`config.mk`:
```
export PLATFORM = sky130hd
export DESIGN_NAME = piso_serializer
export DESIGN_NICKNAME = d
export VERILOG_FILES = /design/src/rtl/piso_serializer.sv
export SDC_FILE = /design/constraint.sdc
export NUM_CORES = 1
export LEC_CHECK = 0
export ABC_AREA = 1
export CORE_MARGIN = 2
export CORE_UTILIZATION = 40
export CTS_BUF_LIST = sky130_fd_sc_hd__clkbuf_4
export DETAILED_ROUTE_END_ITERATION = 12
export PLACE_DENSITY = 0.64
export SETUP_SLACK_MARGIN = 0.02
export SKIP_CTS_REPAIR_TIMING = 1
export SYNTH_ARGS = -nofsm -noshare
export SYNTH_HDL_FRONTEND = slang
export SYNTH_SLANG_ARGS = --single-unit
export TNS_END_PERCENT = 50
```
`constraint.sdc`:
```
create_clock -name clk -period 1.33 [get_ports clk]
set_input_delay 0.266 -clock clk [delete_from_list [all_inputs] [get_ports clk]]
set_output_delay 0.266 -clock clk [all_outputs]
set_load 0.05 [all_outputs]
```
`src/rtl/piso_serializer.sv`:
```
// piso_serializer: parallel-in, serial-out transmitter. Accepts a WIDTH-bit
// word over a valid/ready handshake and shifts it out MSB-first on q, one bit
// per clk, with back-to-back words and no idle gap.
//
// Optional feature: define SER_FRAME_EN to wrap each word in a start bit (1)
// and a stop bit (0); q_last and in_ready then move to the stop-bit cycle.
//
// Ports:
//   clk       system clock, rising edge
//   rst       asynchronous active-high reset
//   din       parallel word, sampled on an accepted handshake
//   in_valid  upstream has a word on din
//   in_ready  block can accept a word this cycle (combinational from state)
//   q         serial data bit (registered)
//   q_valid   q carries a payload/frame bit (registered)
//   q_last    final bit of the word/frame (registered)
//   busy      a word is in flight (state is not IDLE)
module piso_serializer #(
  parameter int unsigned WIDTH = 8
) (
  input  logic             clk,
  input  logic             rst,
  input  logic [WIDTH-1:0] din,
  input  logic             in_valid,
  output logic             in_ready,
  output logic             q,
  output logic             q_valid,
  output logic             q_last,
  output logic             busy
);

  localparam int unsigned CW = $clog2(WIDTH);

  typedef enum logic [1:0] {
    IDLE  = 2'd0,
    SHIFT = 2'd1,
    START = 2'd2,
    STOP  = 2'd3
  } state_t;

  state_t           state_q, state_d;
  logic [WIDTH-1:0] sr_q, sr_d;
  logic [CW-1:0]    cnt_q, cnt_d;
  logic             q_d, q_valid_d, q_last_d;
  logic             accept;

  // cnt_q holds the index of the data bit currently presented on q
  assign accept = in_valid & in_ready;
  assign busy   = (state_q != IDLE);

  // State register
  always_ff @(posedge clk or posedge rst) begin
    if (rst) state_q <= IDLE;
    else     state_q <= state_d;
  end

  // Next-state logic
  always_comb begin
    state_d = state_q;
    case (state_q)
      IDLE: begin
`ifdef SER_FRAME_EN
        if (accept) state_d = START;
`else
        if (accept) state_d = SHIFT;
`endif
      end
      SHIFT: begin
        if (cnt_q == '0) begin
`ifdef SER_FRAME_EN
          state_d = STOP;
`else
          state_d = accept ? SHIFT : IDLE;
`endif
        end
      end
`ifdef SER_FRAME_EN
      START: state_d = SHIFT;
      STOP:  state_d = accept ? START : IDLE;
`endif
      default: state_d = IDLE;
    endcase
  end

  // Output / datapath next values; in_ready is forced low while in reset
  always_comb begin
    sr_d      = sr_q;
    cnt_d     = cnt_q;
    q_d       = 1'b0;
    q_valid_d = 1'b0;
    q_last_d  = 1'b0;
`ifdef SER_FRAME_EN
    in_ready  = ~rst & ((state_q == IDLE) | (state_q == STOP));
`else
    in_ready  = ~rst & ((state_q == IDLE) | ((state_q == SHIFT) && (cnt_q == '0)));
`endif
    case (state_q)
      IDLE, STOP: begin
        if (accept) begin
`ifdef SER_FRAME_EN
          // start bit goes out first; the word waits whole in sr
          q_d       = 1'b1;
          sr_d      = din;
`else
          q_d       = din[WIDTH-1];
          sr_d      = {din[WIDTH-2:0], 1'b0};
`endif
          cnt_d     = CW'(WIDTH - 1);
          q_valid_d = 1'b1;
        end
      end
      START: begin
        q_d       = sr_q[WIDTH-1];
        sr_d      = {sr_q[WIDTH-2:0], 1'b0};
        q_valid_d = 1'b1;
      end
      SHIFT: begin
        if (cnt_q != '0) begin
          q_d       = sr_q[WIDTH-1];
          sr_d      = {sr_q[WIDTH-2:0], 1'b0};
          cnt_d     = cnt_q - CW'(1);
          q_valid_d = 1'b1;
`ifndef SER_FRAME_EN
          q_last_d  = (cnt_q == CW'(1));
`endif
        end else begin
`ifdef SER_FRAME_EN
          // stop bit
          q_d       = 1'b0;
          q_valid_d = 1'b1;
          q_last_d  = 1'b1;
`else
          // final bit edge: reload on accept for a gapless next word
          if (accept) begin
            q_d       = din[WIDTH-1];
            sr_d      = {din[WIDTH-2:0], 1'b0};
            cnt_d     = CW'(WIDTH - 1);
            q_valid_d = 1'b1;
          end
`endif
        end
      end
      default: ;
    endcase
  end

  // Datapath and output registers
  always_ff @(posedge clk or posedge rst) begin
    if (rst) begin
      sr_q    <= '0;
      cnt_q   <= '0;
      q       <= 1'b0;
      q_valid <= 1'b0;
      q_last  <= 1'b0;
    end else begin
      sr_q    <= sr_d;
      cnt_q   <= cnt_d;
      q       <= q_d;
      q_valid <= q_valid_d;
      q_last  <= q_last_d;
    end
  end

endmodule

```
After elaboration in Yosys (flattened, before gate mapping):

Cells that the tools add are included.

* register bits: 16
* bits of input ports: 11
* output and inout bits: 5

* $add $sub $neg: 1
* equality and inequality tests: 6
* muxes and demuxes: 18
* bitwise logic cells: 4
* reductions and logical operators: 8

Operators with widths (count)
* $pmux 8 s3: 1
* $mux 8: 2
* $mux 1: 7
* $mux 3: 2
* $pmux 1 s3: 2
* $pmux 3 s2: 1
* $eq 2x2->1 const B: 2
* $mux 2: 2
* $pmux 2 s2: 1
* $reduce_bool 2->1: 2
* $eq 3x1->1 const B: 1
* $logic_not 3->1: 1
* $reduce_bool 3->1: 1
* $sub 3x1->3 const B: 1
* $and 1x1->1: 2
* $eq 2x1->1 const B: 1
* $logic_not 2->1: 1
* $ne 2x1->1 const B: 1
* $ne 2x2->1 const B: 1
* $reduce_and 2->1: 1
* $reduce_or 2->1: 1
* $logic_and 1x1->1: 1
* $not 1->1: 1
* $or 1x1->1: 1

Logic depth before layout (Yosys ltp):

* depth in word-level cells: 8
* gate-level depth with buffers: 8

Worst setup path after synthesis:

OpenSTA, ideal clock, no wires.

* path type: register to output
* from: register cnt_q[0]
* to: output in_ready
* data arrival time: 1.595 ns
* path slack: -0.531 ns
* stages on the path, launching flop included: 8
* buffers on the path: 1
* cells stage by stage: dfrtp_1 > inv_1 > ha_1 > nand2_2 > nand2_2 > inv_1 > buf_4 > nor2_1

* cells in the longest elaborated chain, start to end: 4

Ends and longest elaborated chain
* start: declaration: RTL line 43 `logic [CW-1:0] cnt_q, cnt_d;`
* start signal: assignment: RTL line 157 `cnt_q <= cnt_d;`
* $logic_not 3->1: RTL line 95 `in_ready = ~rst & ((state_q == IDLE) | ((state_q == SHIFT) && (cnt_q == '0)));`
* $logic_and 1x1->1: RTL line 95
* $or 1x1->1: RTL line 95
* $and 1x1->1: RTL line 95
* end: declaration: RTL line 25 `output logic in_ready,`

No other way between the ends.

Worst setup path after layout:

Ends and elaborated chain as after synthesis.

==> flow_metrics.py <==
metrics = {
    "grt": {
        "grt_max_degree": 13,
        "overflow": 0,
        "grt_pass1_wl_um": 2573,
        "grt_usage": 0.1358,
        "antenna_found_initial": 0,
        "first_global_vias": 604,
    },
    "die": {
        "ios": 16,
        "die_x_um": 49.64,
        "die_h_um": 49.64,
        "num_rows": 16,
        "initial_core_util": 0.4247,
        "die-area_um2": 2464,
        "core-area_um2": 1962,
    },
    "finish": {
        "multi_input_area_um2": 399.1,
        "fillCellCount": 195,
        "final_cells": 136,
        "nets": 124,
        "syn_to_final_growth_pct": 45.95,
        "num_antenna_cells": 0,
        "drive_gt1_frac": 0.4495,
        "seq_area_um2": 376.6,
    },
    "yosys": {
        "synth_cell_types": 16,
        "synthXorXnorAreaFrac": 0,
        "synth_cells": 81,
        "synth_seq_cells": 15,
        "synth_compound_area_frac": 0.1456,
        "synth_top_family_by_area": "simple AND/OR/NAND/NOR gates",
        "synth_commonest_cells": "nand2_1, dfrtp_1, nand4_1",
        "synthMuxAreaShare": 0,
        "synth_ff_type": "dfrtp_1",
        "post-synth-top-count-cell": "nand2_1",
        "synth_edf_count": 0,
        "syn_nets": 95,
        "syn-cell-area_um2": 833.3,
        "syn_avg_cell_area_um2": 10.29,
        "synth_warnings": 0,
        "synth_top_area_share": 0.4505,
        "synth_area_leaders": "dfrtp_1, o211ai_2, nand2_1",
        "synth_fa_ha_area_frac": 0.04505,
        "seq_area_frac_synth": 0.4505,
        "yosys.area_share.simple": 0.2583,
        "yosysTopAreaCell": "dfrtp_1",
        "synthArstFlopShare": 1.000,
    },
    "setup_path": {
        "arrival_ns": 1.27,
        "cp.required_ns": 1.06,
        "path_delay_family": "flip-flops",
        "endpoint_kind": "primary output",
        "cp_slowest_stage_delay_ns": 0.40,
        "cp_max_fo": 2,
        "criticalPathCategory": "flop to primary output",
        "critical_path_buf_inv_count": 3,
        "path_common_cell": "inv_2",
        "worstPathCellList": "inv_2 > ha_4 > nand2_2 > nand2_4 > inv_2 > nor2_4 > buf_12",
        "slowest_stage": "dfrtp_1",
        "start_kind": "flop",
    },
    "route": {
        "via_per_inst": 4.816,
        "drtAntennaViolNets": 0,
        "wl_per_cell_um": 11.71,
        "drc": 0,
        "routed_wirelength_um": 1593,
        "vias": 655,
        "drtIter0Drc": 7,
        "dr.pass1.iters": 4,
    },
    "clock_tree": {
        "cts_sinks": 15,
        "clock_path_buffers": 2,
        "root_buffer": "clkbuf_4",
        "tritoncts": "yes",
        "cts_buffers": 3,
        "cts.clk_slew.worst_paths_ns": 0.09,
        "h-tree-depth": 1,
        "clock_latency_ns": 0.28,
    },
    "placed_design": {
        "globalplace.congestion": 0.7200,
        "post-place-ws_ns": -0.08617,
        "io_buffer_count": 15,
        "dpl.cell_count": 129,
        "post-dp-hpwl_um": 1178,
    },
    "timing": {
        "setup_viol": 1,
        "fin_crit_ns": 1.534,
        "setup_slack_ns": -0.2040,
        "hold_violations": 0,
        "fmax_mhz": 651.9,
        "rsz0062_at_grt": "yes",
        "final.period_utilization": 1.153,
        "timing.final.max_slew_violations": 0,
        "tightestPinTransition_ns": 0.2520,
        "slew_headroom": 0.8317,
        "fin_skew_ns": 0.003508,
        "whs_ns": 0.3987,
    },
    "power_and_ir_drop": {
        "p_per_area_nw_per_um2": 2035,
        "ir_drop_mv": 1.211,
        "p_leak_uw": 0.0006080,
    },
    "job": {
        "maxCapViolCount": 0,
    },
    "status": {
        "violations": "setup timing",
        "status": "complete, but fails checks",
    },
    "worst_hold_path": {
        "hold_path_class": "input port to asynchronous set/reset pin",
    },
}
worst paths after layout:
kind	from	end	slack [ns]	depth (start not counted)
max	cnt_q[0]$_DFF_PP0_	in_ready	-0.20	7
min	rst	sr_q[3]$_DFF_PP0_	0.40	3
max reg2reg	cnt_q[0]$_DFF_PP0_	cnt_q[0]$_DFF_PP0_	0.06	9
min reg2reg	sr_q[0]$_DFF_PP0_	sr_q[0]$_DFF_PP0_	0.51	2
max in group asynchronous	rst	state_q[0]$_DFFE_PP0P_	0.53	4
min in group clk	sr_q[0]$_DFF_PP0_	sr_q[0]$_DFF_PP0_	0.51	2
state kept, by name, summed over array words and instances, names as in the netlist:
register,flops
cnt_q,3
q,1
state_q,1
sr_q,8
q_valid,1
q_last,1
through the flow:
step | setup TNS [ns] | power, uW | utilization | area (um2)
after floorplan | -0.06857 | 1633 | - | 858.3
after global placement | -0.1350 | 2004 | 0.5759 | 1130
after detailed placement | -0.3078 | 2017 | 0.5759 | 1130
after CTS | -0.2578 | 2296 | 0.5912 | 1160
after global routing | -0.3036 | 2664 | 0.6199 | 1216
final | -0.2040 | 2475 | 0.6199 | 1216
cell families after synthesis:
group | count (synthesis)
flops | 15
fa+ha+maj | 3
compound gates | 11
buf+inv | 13
simple gates | 39
where the power goes:
group          leakage [uW]  switching [uW]  internal [uW]
combinational      0.000401             741            719
clock             0.0000184             140            137
sequential         0.000188             120            618
total              0.000608            1000           1470
per-layer routing:
metal / GRT usage / up-vias / wire length [um]
met3: 0.01818 / 2 / 51
met4: 0.04167 / 0 / 16
li1: - / 332 / -
met1: 0.1822 / 307 / 710
met5: 0 / - / 0
met2: 0.2267 / 14 / 814
final cells by class:
| cell class | count | share of cell area |
|---|---|---|
| well taps | 27 | 0.02778 |
| flip-flops and latches | 15 | 0.3097 |
| clock buffers | 4 | 0.02469 |
| repair buffers | 29 | 0.2850 |
| multi-input cells | 53 | 0.3282 |
| inverters | 8 | 0.02469 |
worst min-delay path, delay by kind of cell:
kind,cells,cell delay [ns]
buffers and inverters,3,0.78
cell usage in the layout, fill, tap and decap left out:
cell             instances
nor2_1                   2
nand2_1                 19
buf_4                   10
ha_1                     2
clkbuf_16                1
nand2_2                  1
nand2_4                  1
nor2_4                   1
inv_1                    2
buf_12                   6
o21ai_0                  2
o211ai_1                 1
buf_6                    1
o211ai_2                 7
inv_2                    6
clkbuf_4                 4
ha_4                     1
nand4_1                  8
buf_8                    1
o21ai_4                  1
nand3_2                  7
clkdlybuf4s50_1         10
dfrtp_1                 14
dfrtp_2                  1
(Power assumes the default switching activity.)
